## src/rtl/fractal_sync_rx_arbiter_if.sv

```systemverilog
// ---------------------------------------------------------------------------
// fractal_sync_rx_arbiter_if
//
// Groups the signals between the rx arbiter and its surroundings.
//   rx FIFO side : empty_i, aggr_i, id_i (per-port heads, packed), pop_o
//   output stage : valid_o, ready_i, aggr_o, id_o, src_o
//   status       : error_timeout_o (sticky stall-timeout flag)
//
// Modports:
//   slave  - the arbiter itself (consumes FIFO heads, drives the output stage)
//   master - the environment (rx FIFOs plus downstream consumer)
// ---------------------------------------------------------------------------
interface fractal_sync_rx_arbiter_if #(
  parameter int N_PORTS = 4,
  parameter int AGGR_W  = 8,
  parameter int ID_W    = 4
);

  localparam int SRC_W = $clog2(N_PORTS);

  logic [N_PORTS-1:0]        empty_i;
  logic [N_PORTS*AGGR_W-1:0] aggr_i;
  logic [N_PORTS*ID_W-1:0]   id_i;
  logic [N_PORTS-1:0]        pop_o;
  logic                      valid_o;
  logic                      ready_i;
  logic [AGGR_W-1:0]         aggr_o;
  logic [ID_W-1:0]           id_o;
  logic [SRC_W-1:0]          src_o;
  logic                      error_timeout_o;

  modport slave (
    input  empty_i, aggr_i, id_i, ready_i,
    output pop_o, valid_o, aggr_o, id_o, src_o, error_timeout_o
  );

  modport master (
    output empty_i, aggr_i, id_i, ready_i,
    input  pop_o, valid_o, aggr_o, id_o, src_o, error_timeout_o
  );

endinterface

```

## src/rtl/fractal_sync_rx_arbiter.sv

```systemverilog
// ---------------------------------------------------------------------------
// fractal_sync_rx_arbiter
//
// Round-robin arbiter and pop sequencer for the N_PORTS rx request FIFOs of a
// fractal-sync node. Each cycle the stage is free (empty, or being drained),
// the first non-empty FIFO at or after the round-robin pointer is popped and
// its head is registered into a single-entry output stage, tagged with its
// source port. A sticky error flags downstream stalls of TIMEOUT cycles.
//
// Ports:
//   clk_i  - clock
//   rst_i  - synchronous, active-high reset
//   bus    - fractal_sync_rx_arbiter_if.slave (FIFO heads/pops, output
//            valid/ready stage with aggr/id/src, error_timeout_o)
// ---------------------------------------------------------------------------
module fractal_sync_rx_arbiter #(
  parameter int N_PORTS = 4,
  parameter int AGGR_W  = 8,
  parameter int ID_W    = 4,
  parameter int TIMEOUT = 255
) (
  input  logic                         clk_i,
  input  logic                         rst_i,
  fractal_sync_rx_arbiter_if.slave     bus
);

  localparam int SRC_W = $clog2(N_PORTS);
  localparam int CNT_W = $clog2(TIMEOUT + 1);

  typedef enum logic {
    ST_EMPTY,
    ST_FULL
  } state_e;

  state_e             state_q, state_d;
  logic [SRC_W-1:0]   rr_ptr_q, rr_ptr_d;
  logic [SRC_W-1:0]   src_q;
  logic [AGGR_W-1:0]  aggr_q;
  logic [ID_W-1:0]    id_q;
  logic [CNT_W-1:0]   stall_cnt_q, stall_cnt_d;
  logic               err_q, err_d;

  logic               valid;
  logic               load_en;
  logic               found;
  logic               grant;
  logic               stall;
  logic [SRC_W-1:0]   grant_idx;
  logic [N_PORTS-1:0] pop;

  logic [AGGR_W-1:0]  head_aggr [N_PORTS];
  logic [ID_W-1:0]    head_id   [N_PORTS];

  // Unpack the per-port head fields so the granted port can be indexed directly.
  for (genvar n = 0; n < N_PORTS; n++) begin : g_heads
    assign head_aggr[n] = bus.aggr_i[n*AGGR_W +: AGGR_W];
    assign head_id[n]   = bus.id_i[n*ID_W +: ID_W];
  end

  assign valid   = (state_q == ST_FULL);
  assign load_en = ~rst_i & (~valid | bus.ready_i);
  assign stall   = valid & ~bus.ready_i;

  // Search starts at rr_ptr and wraps modulo N_PORTS; the sum carries one
  // extra bit so the wrap also works for non-power-of-two port counts.
  always_comb begin
    logic [SRC_W:0] cand;
    cand      = '0;
    found     = 1'b0;
    grant_idx = '0;
    for (int k = 0; k < N_PORTS; k++) begin
      cand = {1'b0, rr_ptr_q} + (SRC_W+1)'(k);
      if (cand >= (SRC_W+1)'(N_PORTS)) begin
        cand = cand - (SRC_W+1)'(N_PORTS);
      end
      if (!found && !bus.empty_i[cand[SRC_W-1:0]]) begin
        found     = 1'b1;
        grant_idx = cand[SRC_W-1:0];
      end
    end
  end

  assign grant = load_en & found;

  // One-hot pop strobe; load_en already forces it to zero during reset.
  always_comb begin
    pop = '0;
    if (grant) begin
      pop[grant_idx] = 1'b1;
    end
  end

  // Pointer moves just past the granted port, otherwise holds.
  always_comb begin
    rr_ptr_d = rr_ptr_q;
    if (grant) begin
      if (grant_idx == SRC_W'(N_PORTS - 1)) begin
        rr_ptr_d = '0;
      end else begin
        rr_ptr_d = grant_idx + SRC_W'(1);
      end
    end
  end

  // Output stage FSM: a grant always (re)fills it, an accept without a
  // concurrent grant empties it.
  always_comb begin
    state_d = state_q;
    case (state_q)
      ST_EMPTY: if (grant) state_d = ST_FULL;
      ST_FULL:  if (!grant && bus.ready_i) state_d = ST_EMPTY;
    endcase
  end

  // Stall counter saturates at TIMEOUT; the error latches when it gets there.
  always_comb begin
    stall_cnt_d = '0;
    if (stall) begin
      if (stall_cnt_q == CNT_W'(TIMEOUT)) begin
        stall_cnt_d = stall_cnt_q;
      end else begin
        stall_cnt_d = stall_cnt_q + CNT_W'(1);
      end
    end
    err_d = err_q | (stall_cnt_d == CNT_W'(TIMEOUT));
  end

  always_ff @(posedge clk_i) begin
    if (rst_i) begin
      state_q     <= ST_EMPTY;
      rr_ptr_q    <= '0;
      src_q       <= '0;
      aggr_q      <= '0;
      id_q        <= '0;
      stall_cnt_q <= '0;
      err_q       <= 1'b0;
    end else begin
      state_q     <= state_d;
      rr_ptr_q    <= rr_ptr_d;
      stall_cnt_q <= stall_cnt_d;
      err_q       <= err_d;
      if (grant) begin
        aggr_q <= head_aggr[grant_idx];
        id_q   <= head_id[grant_idx];
        src_q  <= grant_idx;
      end
    end
  end

  assign bus.pop_o           = pop;
  assign bus.valid_o         = valid;
  assign bus.aggr_o          = aggr_q;
  assign bus.id_o            = id_q;
  assign bus.src_o           = src_q;
  assign bus.error_timeout_o = err_q;

endmodule
```

## src/flat_wrapper.sv

```systemverilog
// flat-port wrapper written by rule: the top's interface ports become plain ports
module fractal_sync_rx_arbiter_flat 
#(
  parameter int N_PORTS = 4,
  parameter int AGGR_W  = 8,
  parameter int ID_W    = 4,
  parameter int TIMEOUT = 255
)
  (clk_i, rst_i, bus_empty_i, bus_aggr_i, bus_id_i, bus_ready_i, bus_pop_o, bus_valid_o, bus_aggr_o, bus_id_o, bus_src_o, bus_error_timeout_o);
  fractal_sync_rx_arbiter_if #(.N_PORTS(N_PORTS), .AGGR_W(AGGR_W), .ID_W(ID_W)) bus_i ();
  input  logic clk_i;
  input  logic rst_i;
  input wire logic [$bits(bus_i.empty_i)-1:0] bus_empty_i;
  input wire logic [$bits(bus_i.aggr_i)-1:0] bus_aggr_i;
  input wire logic [$bits(bus_i.id_i)-1:0] bus_id_i;
  input wire logic [$bits(bus_i.ready_i)-1:0] bus_ready_i;
  output wire logic [$bits(bus_i.pop_o)-1:0] bus_pop_o;
  output wire logic [$bits(bus_i.valid_o)-1:0] bus_valid_o;
  output wire logic [$bits(bus_i.aggr_o)-1:0] bus_aggr_o;
  output wire logic [$bits(bus_i.id_o)-1:0] bus_id_o;
  output wire logic [$bits(bus_i.src_o)-1:0] bus_src_o;
  output wire logic [$bits(bus_i.error_timeout_o)-1:0] bus_error_timeout_o;
  assign bus_i.empty_i = bus_empty_i;
  assign bus_i.aggr_i = bus_aggr_i;
  assign bus_i.id_i = bus_id_i;
  assign bus_i.ready_i = bus_ready_i;
  assign bus_pop_o = bus_i.pop_o;
  assign bus_valid_o = bus_i.valid_o;
  assign bus_aggr_o = bus_i.aggr_o;
  assign bus_id_o = bus_i.id_o;
  assign bus_src_o = bus_i.src_o;
  assign bus_error_timeout_o = bus_i.error_timeout_o;
  fractal_sync_rx_arbiter #(.N_PORTS(N_PORTS), .AGGR_W(AGGR_W), .ID_W(ID_W), .TIMEOUT(TIMEOUT)) u_core (.clk_i(clk_i), .rst_i(rst_i), .bus(bus_i));
endmodule
```

## config.mk

```make
export PLATFORM = sky130hd
export DESIGN_NAME = fractal_sync_rx_arbiter_flat
export DESIGN_NICKNAME = d
export VERILOG_FILES = /design/src/rtl/fractal_sync_rx_arbiter_if.sv /design/src/rtl/fractal_sync_rx_arbiter.sv /design/src/flat_wrapper.sv
export SDC_FILE = /design/constraint.sdc
export NUM_CORES = 1
export LEC_CHECK = 0
export ABC_AREA = 1
export BUFFER_PORTS_ARGS = -buffer_cell sky130_fd_sc_hd__buf_2
export CAP_MARGIN = 20
export CORE_MARGIN = 4
export CORE_UTILIZATION = 45
export DETAILED_ROUTE_END_ITERATION = 10
export GPL_ROUTABILITY_DRIVEN = 0
export GPL_TIMING_DRIVEN = 0
export PLACE_DENSITY = 0.7
export SETUP_SLACK_MARGIN = 0.4
export SLEW_MARGIN = 20
export SYNTH_ARGS = -nofsm -noshare
export SYNTH_HDL_FRONTEND = slang
export SYNTH_SLANG_ARGS = --single-unit
```

## constraint.sdc

```tcl
create_clock -name clk_i -period 4.27 [get_ports clk_i]
set_input_delay 0.427 -clock clk_i [delete_from_list [all_inputs] [get_ports clk_i]]
set_output_delay 0.427 -clock clk_i [all_outputs]
set_load 0.02 [all_outputs]
```

==> reports/results.ini, run 1 <==
[floorplan]
core.rowCount=24
dieHeight_um=76.8
die_width_um=76.8
core_area_um2=4470
die_area_um2=5900
io_pins=75
start_util_pct=47.6

[global_route]
grt_pass1_wl_um=9360
grt_pass1_vias=2242
gr-total-overflow=0
grt_usage_pct=18.6
grt_antenna_before_repair=0
grt_max_degree=14

[timing]
finalHoldViolations=0
layout_setup_ws_ns=1.60
whs_ns=0.455
tightest_slew_ns=0.426
slew_headroom_pct=71.6
fin_tns_setup_ns=0
max_freq_mhz=375
skew_ns=0.00147
period_needed_ns=2.67
rsz0062_at_grt=false
drv_slew=0
setup_viol=0
finalCritPeriodShare_pct=62.5

[yosys]
synth.most_common_cell=nand2_1
yosysWarnings=0
synthDistinctLibCells=26
synth-async-reset-ratio_pct=0
synth_area_um2=2130
synth.area.top_cells=dfxtp_1 24%, nand2_1 18%, inv_1 14%
synth_edf_count=0
syn_area_per_cell_um2=5.82
synth_top_area_share_pct=24.4
synth.largest_area_cell=dfxtp_1
synth_fp_nets=426
synth_common_cells=101 x nand2_1, 79 x inv_1, 47 x nand3_1, 27 x nand4_1, 26 x dfxtp_1
seq_area_frac_synth_pct=24.4
synthCells=366
dominantRegCellSynth=dfxtp_1
yosys_register_bits=26

[place]
hpwl_um=4400
place_ws_ns=1.80
portBuffers=73

[clocking]
cts_tree=yes
clock-sinks=26
insertion_delay_ns=0.26
ctsLongestPathBuffers=2
postCtsSetupRepairBufs=0
post_cts_resized=0
clk_pin_slew_ns=0.09
root_buffer=clkbuf_8
htree_levels=1
cts_hold_buf=0
cts_made_buffers=3

[worst_setup_path]
start_kind=flip-flop
cp.required_ns=3.84
r2r-start=u_core.rr_ptr_q[0]
cp-startpoint=u_core.rr_ptr_q[0]
crit_fanout=11
crit_arrival_ns=2.24
path_class=reg -> out
worst_setup_path_end_kind=output port

[route]
drt-wirelength-per-cell_um=11.0
drt-vias-per-instance=4.90
ant_nets=0
drt_wl_total_um=5420
vias=2422
drc=0
drtPass1Iterations=4
drtIter0Drc=126

[final_layout]
drive_above_1_share_pct=25.8
antennaDiodeCount=0
final_nets=504
area_growth_pct=22.2

[run]
drv_cap=0

[run_status]
status=completed

[worst_hold_path]
min_from=u_core.bus.error_timeout_o
hold_path_class=reg -> reg

[power_and_ir_drop]
power-per-cell-area_nw_per_um2=652
p_leak_uw=0.00160
worst_ir_drop_vdd_uv=445

## critical path, cell delays in order (launching register included)
cell     delay, ns
dfxtp_1       0.37
buf_6         0.16
nand2_1       0.06
nand2_1       0.12
nand2_1       0.12
nand2_1       0.08
nand3_1       0.06
nand3_1       0.10
nand2_2       0.10
inv_2         0.09
buf_2         0.22
ha_1          0.18
inv_1         0.05
nor2_1        0.11
buf_2         0.18
## metal layers
| layer | vias to the layer above | track usage (%) | wire length, µm |
|---|---|---|---|
| met5 | - | 0 | 0 |
| met4 | 0 | 4.71 | 93 |
| met3 | 10 | 3.51 | 365 |
| met2 | 81 | 33.0 | 2530 |
| met1 | 1044 | 23.0 | 2440 |
| li1 | 1287 | - | - |
## cell families after synthesis
family / after synthesis / synth area share, %
simple gates: 215 / 48.4
xor+xnor: 1 / 0.411
flops: 26 / 24.4
fa+ha+maj: 5 / 2.94
buf+inv: 103 / 19.9
compound gates: 16 / 3.94
## layout make-up
| class | instances | area (µm²) |
|---|---|---|
| inverters | 87 | 327 |
| repair buffers | 73 | 365 |
| flip-flops and latches | 26 | 520 |
| well taps | 52 | 65.1 |
| fillers | 480 | 1870 |
| clock buffers | 3 | 41.3 |
| plain buffers | 16 | 97.6 |
| multi-input cells | 237 | 1180 |
## per-stage QoR
step,cells,util [%],total power (µW),instance area [µm²]
5_1_grt,494,58.1,1880,2600
3_5_place_dp,491,57.2,1560,2560
6_report,494,58.1,1700,2600
2_1_floorplan,366,-,1270,2130
4_1_cts,494,58.1,1710,2600
3_3_place_gp,491,57.2,1560,2560
## power by group
group | switching [µW] | total, µW | internal, µW
combinational | 777 | 1200 | 418
clock | 73.9 | 137 | 63.2
sequential | 43.0 | 364 | 321
## registers in the layout (all words and copies together) (netlist names)
signal	flops
u_core.bus.aggr_o	8
u_core.bus.valid_o	1
u_core.bus.error_timeout_o	1
u_core.rr_ptr_q	2
u_core.bus.id_o	4
u_core.bus.src_o	2
u_core.stall_cnt_q	8
## layout by cell type, fill, tap and decap left out, drive strengths merged
cell    netlist  layout
o31ai         1       1
buf          14      87
dfxtp        26      26
clkinv        1       1
clkbuf        2       5
nor3          3       3
nand4        28      28
a31oi         1       1
ha            5       5
inv          86      86
a21oi         8       8
xnor2         1       1
nor2         20      20
nand2       115     115
o21ai         6       6
nand3        49      49
## path summary, 6_finish.rpt
path         slack (ns)                    endpoint  depth (start not counted)
max                1.60                bus_pop_o[3]                         14
max reg2reg        2.23          u_core.rr_ptr_q[1]                         14
min reg2reg        0.45  u_core.bus.error_timeout_o                          2
min                0.45  u_core.bus.error_timeout_o                          2
Note: power is estimated with default switching activity, not from simulation.
==> run 2: changes to the inputs <==
==> constraint.sdc (replaced) <==
create_clock -name clk_i -period 2.77 [get_ports clk_i]
set_input_delay 0.277 -clock clk_i [delete_from_list [all_inputs] [get_ports clk_i]]
set_output_delay 0.277 -clock clk_i [all_outputs]
set_load 0.02 [all_outputs]
==> reports/results.ini, run 2 (same netlist as run 1, synthesis figures left out) <==
[run_status]
status=completed

[clocking]
clock-sinks=26  ; unchanged
root_buffer=clkbuf_8
insertion_delay_ns=0.27  ; about the same
ctsLongestPathBuffers=2  ; unchanged
htree_levels=1  ; unchanged
cts_hold_buf=0  ; unchanged
cts_made_buffers=3  ; unchanged
clk_pin_slew_ns=0.09  ; about the same
cts_tree=yes

[timing]
skew_ns=0.00311  ; +0.00164 ns
period_needed_ns=2.32
slew_headroom_pct=70.9  ; -0.68 points
tightest_slew_ns=0.437  ; +0.0103 ns
setup_viol=0  ; unchanged
finalCritPeriodShare_pct=83.8
finalHoldViolations=0  ; unchanged
fin_tns_setup_ns=0  ; unchanged
max_freq_mhz=431
drv_slew=0  ; unchanged
rsz0062_at_grt=true

[place]
place_inst=491  ; unchanged
hpwl_um=4400  ; unchanged
portBuffers=73  ; unchanged

[route]
drt_wl_total_um=6170  ; +14%
top_layer_used=met4
drtPass1Iterations=4  ; unchanged
wl_met2_um=3060  ; +21%
met1Wirelength_um=2680  ; +10%
drtIter0Drc=134  ; +6.3%
drt-wirelength-per-cell_um=11.8  ; +7.9%
vias=2566  ; +5.9%
drt-vias-per-instance=4.93  ; +0.46%
ant_nets=0  ; unchanged
drc=0  ; unchanged
wl_met3_um=326  ; -11%

[global_route]
grt_max_degree=14  ; unchanged
grt_usage_pct=19.5  ; +0.89 points
gr-total-overflow=0  ; unchanged
grt_pass1_vias=2360  ; +5.3%
grt_antenna_before_repair=0  ; unchanged
grt_pass1_wl_um=9830  ; +4.9%

[final_layout]
final_nets=531  ; +5.4%
final_cell_mix=84 x nand2_1, 77 x inv_1, 75 x buf_2
drive_above_1_share_pct=36.5  ; +11 points
area_growth_pct=42.5
layout_commonest_cell=nand2_1
final_core_util_pct=67.8  ; +9.7 points
final_cells=521  ; +5.5%
antennaDiodeCount=0  ; unchanged
num-fill-cells=431  ; -10%

[floorplan]
dieHeight_um=76.8  ; unchanged
die_area_um2=5900  ; unchanged
core.rowCount=24  ; unchanged
start_util_pct=47.6  ; unchanged
io_pins=75  ; unchanged
die_width_um=76.8  ; unchanged
core_area_um2=4470  ; unchanged

[worst_hold_path]
hold_path_class=in -> reg

[power_and_ir_drop]
power-per-cell-area_nw_per_um2=1110  ; +70%
worst_ir_drop_vdd_uv=681  ; +53%
p_total_uw=3360  ; +98%
p_leak_uw=0.00180  ; +13%

[worst_setup_path]
crit_path_cell_trace=buf_8 > nand2_2 > nand2_2 > nand2_4 > nand2_4 > nand4_1 > nand3_1 > nand2_2 > buf_8 > ha_1 > inv_1 > nor2_2 > buf_6
path_class=reg -> out
crit_buf_inv=4  ; -1
crit_top_cell=nand2_2
start_kind=flip-flop
worst_setup_path_end_kind=output port
crit_family=simple AND/OR/NAND/NOR gates
cp_slowest_cell=dfxtp_4
slowest_delay_ns=0.40  ; +0.03 ns
crit_arrival_ns=2.04  ; -0.20 ns
cp.required_ns=2.49  ; -1.35 ns
crit_fanout=7  ; -4

[run]
drv_cap=0  ; unchanged

[run 2: worst register-to-register path: stages, from the launching register on]
cell     delay (ns)
dfxtp_4        0.38
buf_6          0.14
nand2_2        0.06
nand2_2        0.08
nand2_2        0.09
nand2_4        0.08
nand4_4        0.12
buf_4          0.17
buf_1          0.35
nand4_1        0.16
nand3_1        0.10
nand3_1        0.09
nand2_1        0.08
inv_1          0.04
[run 2: metrics by stage]
step	setup WS [ns]	hold WS [ns]	instance area, µm²
detailed placement	0.532	0.446	2560
global placement	0.524	0.436	2560
floorplan	0.720	0.480	2130
finish	0.449	0.314	3040
CTS	0.408	0.314	2730
global route	0.334	0.362	3040
[run 2: repair_timing]
| item | CTS | global route |
|---|---|---|
| resized for setup | 13 | 55 |
| cloned | 1 | 1 |
| endpoints found under the setup margin | 4 | 4 |
| endpoints found under the hold margin | 0 | 0 |
| buffers inserted | 11 | 14 |
| pin swaps | 8 | 28 |
[run 2: metal layers]
| metal | GRT usage [%] | vias to the layer above |
|---|---|---|
| li1 | - | 1342 |
| met4 | 4.89 | 0 |
| met2 | 34.6 | 70 |
| met5 | 0 | - |
| met3 | 3.75 | 10 |
| met1 | 24.1 | 1144 |
[run 2: area by class of cell]
cell class	instances	area (µm²)	share of cell area, %
multi-input combinational	238	1360	44.8
buffer	16	120	3.96
inverter	87	337	11.1
sequential	26	528	17.4
clock buffer	3	41.3	1.36
timing repair buffer	99	586	19.3
tap	52	65.1	2.14
[run 2: final timing paths]
kind                                                  from                          to  slack (ns)  cells after the start
worst max-delay path                    u_core.rr_ptr_q[0]                bus_pop_o[0]        0.45                     13
worst min-delay path                           bus_ready_i       u_core.stall_cnt_q[3]        0.31                      4
worst max register to register          u_core.rr_ptr_q[0]          u_core.bus.id_o[3]        0.74                     13
worst min register to register  u_core.bus.error_timeout_o  u_core.bus.error_timeout_o        0.46                      2
[run 2: power by group]
| group | leakage, µW | switching, µW | internal, µW |
|---|---|---|---|
| Combinational | 0.00156 | 1470 | 1090 |
| Sequential | 0.000216 | 79.5 | 501 |
| Clock | 0.0000216 | 115 | 97.4 |
| Total | 0.00180 | 1670 | 1690 |
==> run 3: changes to the inputs <==
--- a/config.mk
+++ b/config.mk
@@ -13,7 +13,7 @@
 export DETAILED_ROUTE_END_ITERATION = 10
 export GPL_ROUTABILITY_DRIVEN = 0
 export GPL_TIMING_DRIVEN = 0
-export PLACE_DENSITY = 0.7
+export PLACE_DENSITY = 0.73
 export SETUP_SLACK_MARGIN = 0.4
 export SLEW_MARGIN = 20
 export SYNTH_ARGS = -nofsm -noshare
==> constraint.sdc (replaced) <==
create_clock -name clk_i -period 2.1 [get_ports clk_i]
set_input_delay 0.21 -clock clk_i [delete_from_list [all_inputs] [get_ports clk_i]]
set_output_delay 0.21 -clock clk_i [all_outputs]
set_load 0.02 [all_outputs]
==> reports/results.ini, run 3 (same netlist as run 1, synthesis figures left out) <==
[worst_setup_path]
path_class=reg -> out
crit_arrival_ns=2.06  ; +0.02 ns
worst_setup_path_end_kind=output port
crit_fanout=5  ; -2
start_kind=flip-flop
cp.required_ns=1.89  ; -0.60 ns
r2r_setup_slack_ns=0.07  ; -0.67 ns

[final_layout]
final_nets=536  ; +0.94%
drive_above_1_share_pct=42.3  ; +5.9 points
final_core_util_pct=74.4  ; +6.6 points
final_area_um2=3330  ; +9.7%
area_growth_pct=56.3
antennaDiodeCount=0  ; unchanged
layout_commonest_cell=nand2_1
final_cell_mix=84 x nand2_1, 75 x inv_1, 72 x buf_2

[power_and_ir_drop]
p_leak_uw=0.00188  ; +4.4%
p_total_uw=4880  ; +45%
power-per-cell-area_nw_per_um2=1460  ; +32%
worst_ir_drop_vdd_uv=732  ; +7.5%

[global_route]
grt_pass1_wl_um=10900  ; +11%
grt_pass1_vias=2456  ; +4.1%
gr-total-overflow=0  ; unchanged
grt_antenna_before_repair=0  ; unchanged
grt_usage_pct=22.2  ; +2.7 points
grt_max_degree=16  ; +2

[floorplan]
io_pins=75  ; unchanged
dieHeight_um=76.8  ; unchanged
core.rowCount=24  ; unchanged
die_width_um=76.8  ; unchanged
die_area_um2=5900  ; unchanged
core_area_um2=4470  ; unchanged
start_util_pct=47.6  ; unchanged

[route]
vias=2667  ; +3.9%
drt-vias-per-instance=5.06  ; +2.8%
drc=0  ; unchanged
drt_wl_total_um=6980  ; +13%
ant_nets=0  ; unchanged
drt-wirelength-per-cell_um=13.2  ; +12%
drtIter0Drc=168  ; +25%
drtPass1Iterations=5  ; +1

[clocking]
insertion_delay_ns=0.28  ; about the same
cts_hold_buf=0  ; unchanged
cts_tree=yes
root_buffer=clkbuf_8
clk_pin_slew_ns=0.10  ; about the same
ctsLongestPathBuffers=2  ; unchanged
cts_made_buffers=3  ; unchanged
htree_levels=1  ; unchanged
clock-sinks=26  ; unchanged

[timing]
whs_ns=0.268  ; -0.0456 ns
period_needed_ns=2.27
setup_viol=4  ; +4
finalCritPeriodShare_pct=108
tightest_slew_ns=0.460  ; +0.0236 ns
layout_setup_ws_ns=-0.169  ; -0.617 ns
rsz0062_at_grt=true
skew_ns=0.00874  ; +0.00563 ns
slew_headroom_pct=69.3  ; -1.6 points
max_freq_mhz=441
finalHoldViolations=0  ; unchanged
drv_slew=0  ; unchanged

[run_status]
status=finished, violations left
violations=setup timing

[run]
drv_cap=0  ; unchanged

[place]
dpl-instance-area_um2=2650  ; +3.6%
hpwl_um=4580  ; +4.1%
portBuffers=73  ; unchanged

[worst_hold_path]
hold_path_class=in -> reg

[run 3: cell count changes in the layout (fill, tap and decap cells not counted), moves of 4 or more]
cell	delta
nand3_1	-8
buf_6	+5
nand3_2	+5
nor2_4	+4
[run 3: per-stage QoR]
step	setup TNS, ns	setup WS, ns	cells
6_report	-0.582	-0.169	527
5_1_grt	-1.44	-0.267	527
3_3_place_gp	0	0.0123	491
2_1_floorplan	0	0.302	366
4_1_cts	-0.448	-0.132	518
3_5_place_dp	-0.0187	-0.0152	491
[run 3: critical path, cell delays in order, from the launching register on]
cell	delay, ns
dfxtp_4	0.42
buf_8	0.14
nand2_2	0.07
nand2_4	0.09
nand2_2	0.07
nand2_4	0.12
nand4_1	0.12
nand3_2	0.11
nand2_4	0.08
inv_4	0.07
buf_8	0.11
ha_4	0.14
inv_4	0.04
nor2_4	0.08
buf_6	0.12
[run 3: cell type report]
cell class / instances / area [µm²]
timing repair buffer: 105 / 667
buffer: 16 / 161
fill: 371 / 1140
multi-input combinational: 237 / 1480
sequential: 26 / 534
clock inverter: 1 / 30.0
inverter: 87 / 347
tap: 52 / 65.1
clock buffer: 3 / 41.3
[run 3: timing repair]
action	4_1_cts	5_1_grt
gates cloned	1	2
pin swaps	22	21
resized for setup	57	43
setup buffers	22	7
endpoints found under the hold margin	0	0
endpoints found under the setup margin	21	22
[run 3: final timing paths]
kind,to,start,cells past startpoint
max,bus_pop_o[3],u_core.rr_ptr_q[0],14
min,u_core.stall_cnt_q[3],bus_ready_i,4
max reg2reg,u_core.bus.aggr_o[5],u_core.rr_ptr_q[0],15
min reg2reg,u_core.bus.error_timeout_o,u_core.bus.error_timeout_o,2
[run 3: per-layer routing]
metal / vias up / GRT usage, % / routed length [µm]
met2: 95 / 40.6 / 3550
met1: 1205 / 26.3 / 2910
met5: - / 0 / 0
met4: 0 / 5.62 / 94
met3: 10 / 4.22 / 416
li1: 1357 / - / -
[run 3: report_power, final]
group	switching, µW	internal (µW)
Sequential	110	660
Combinational	2120	1560
Clock	174	256
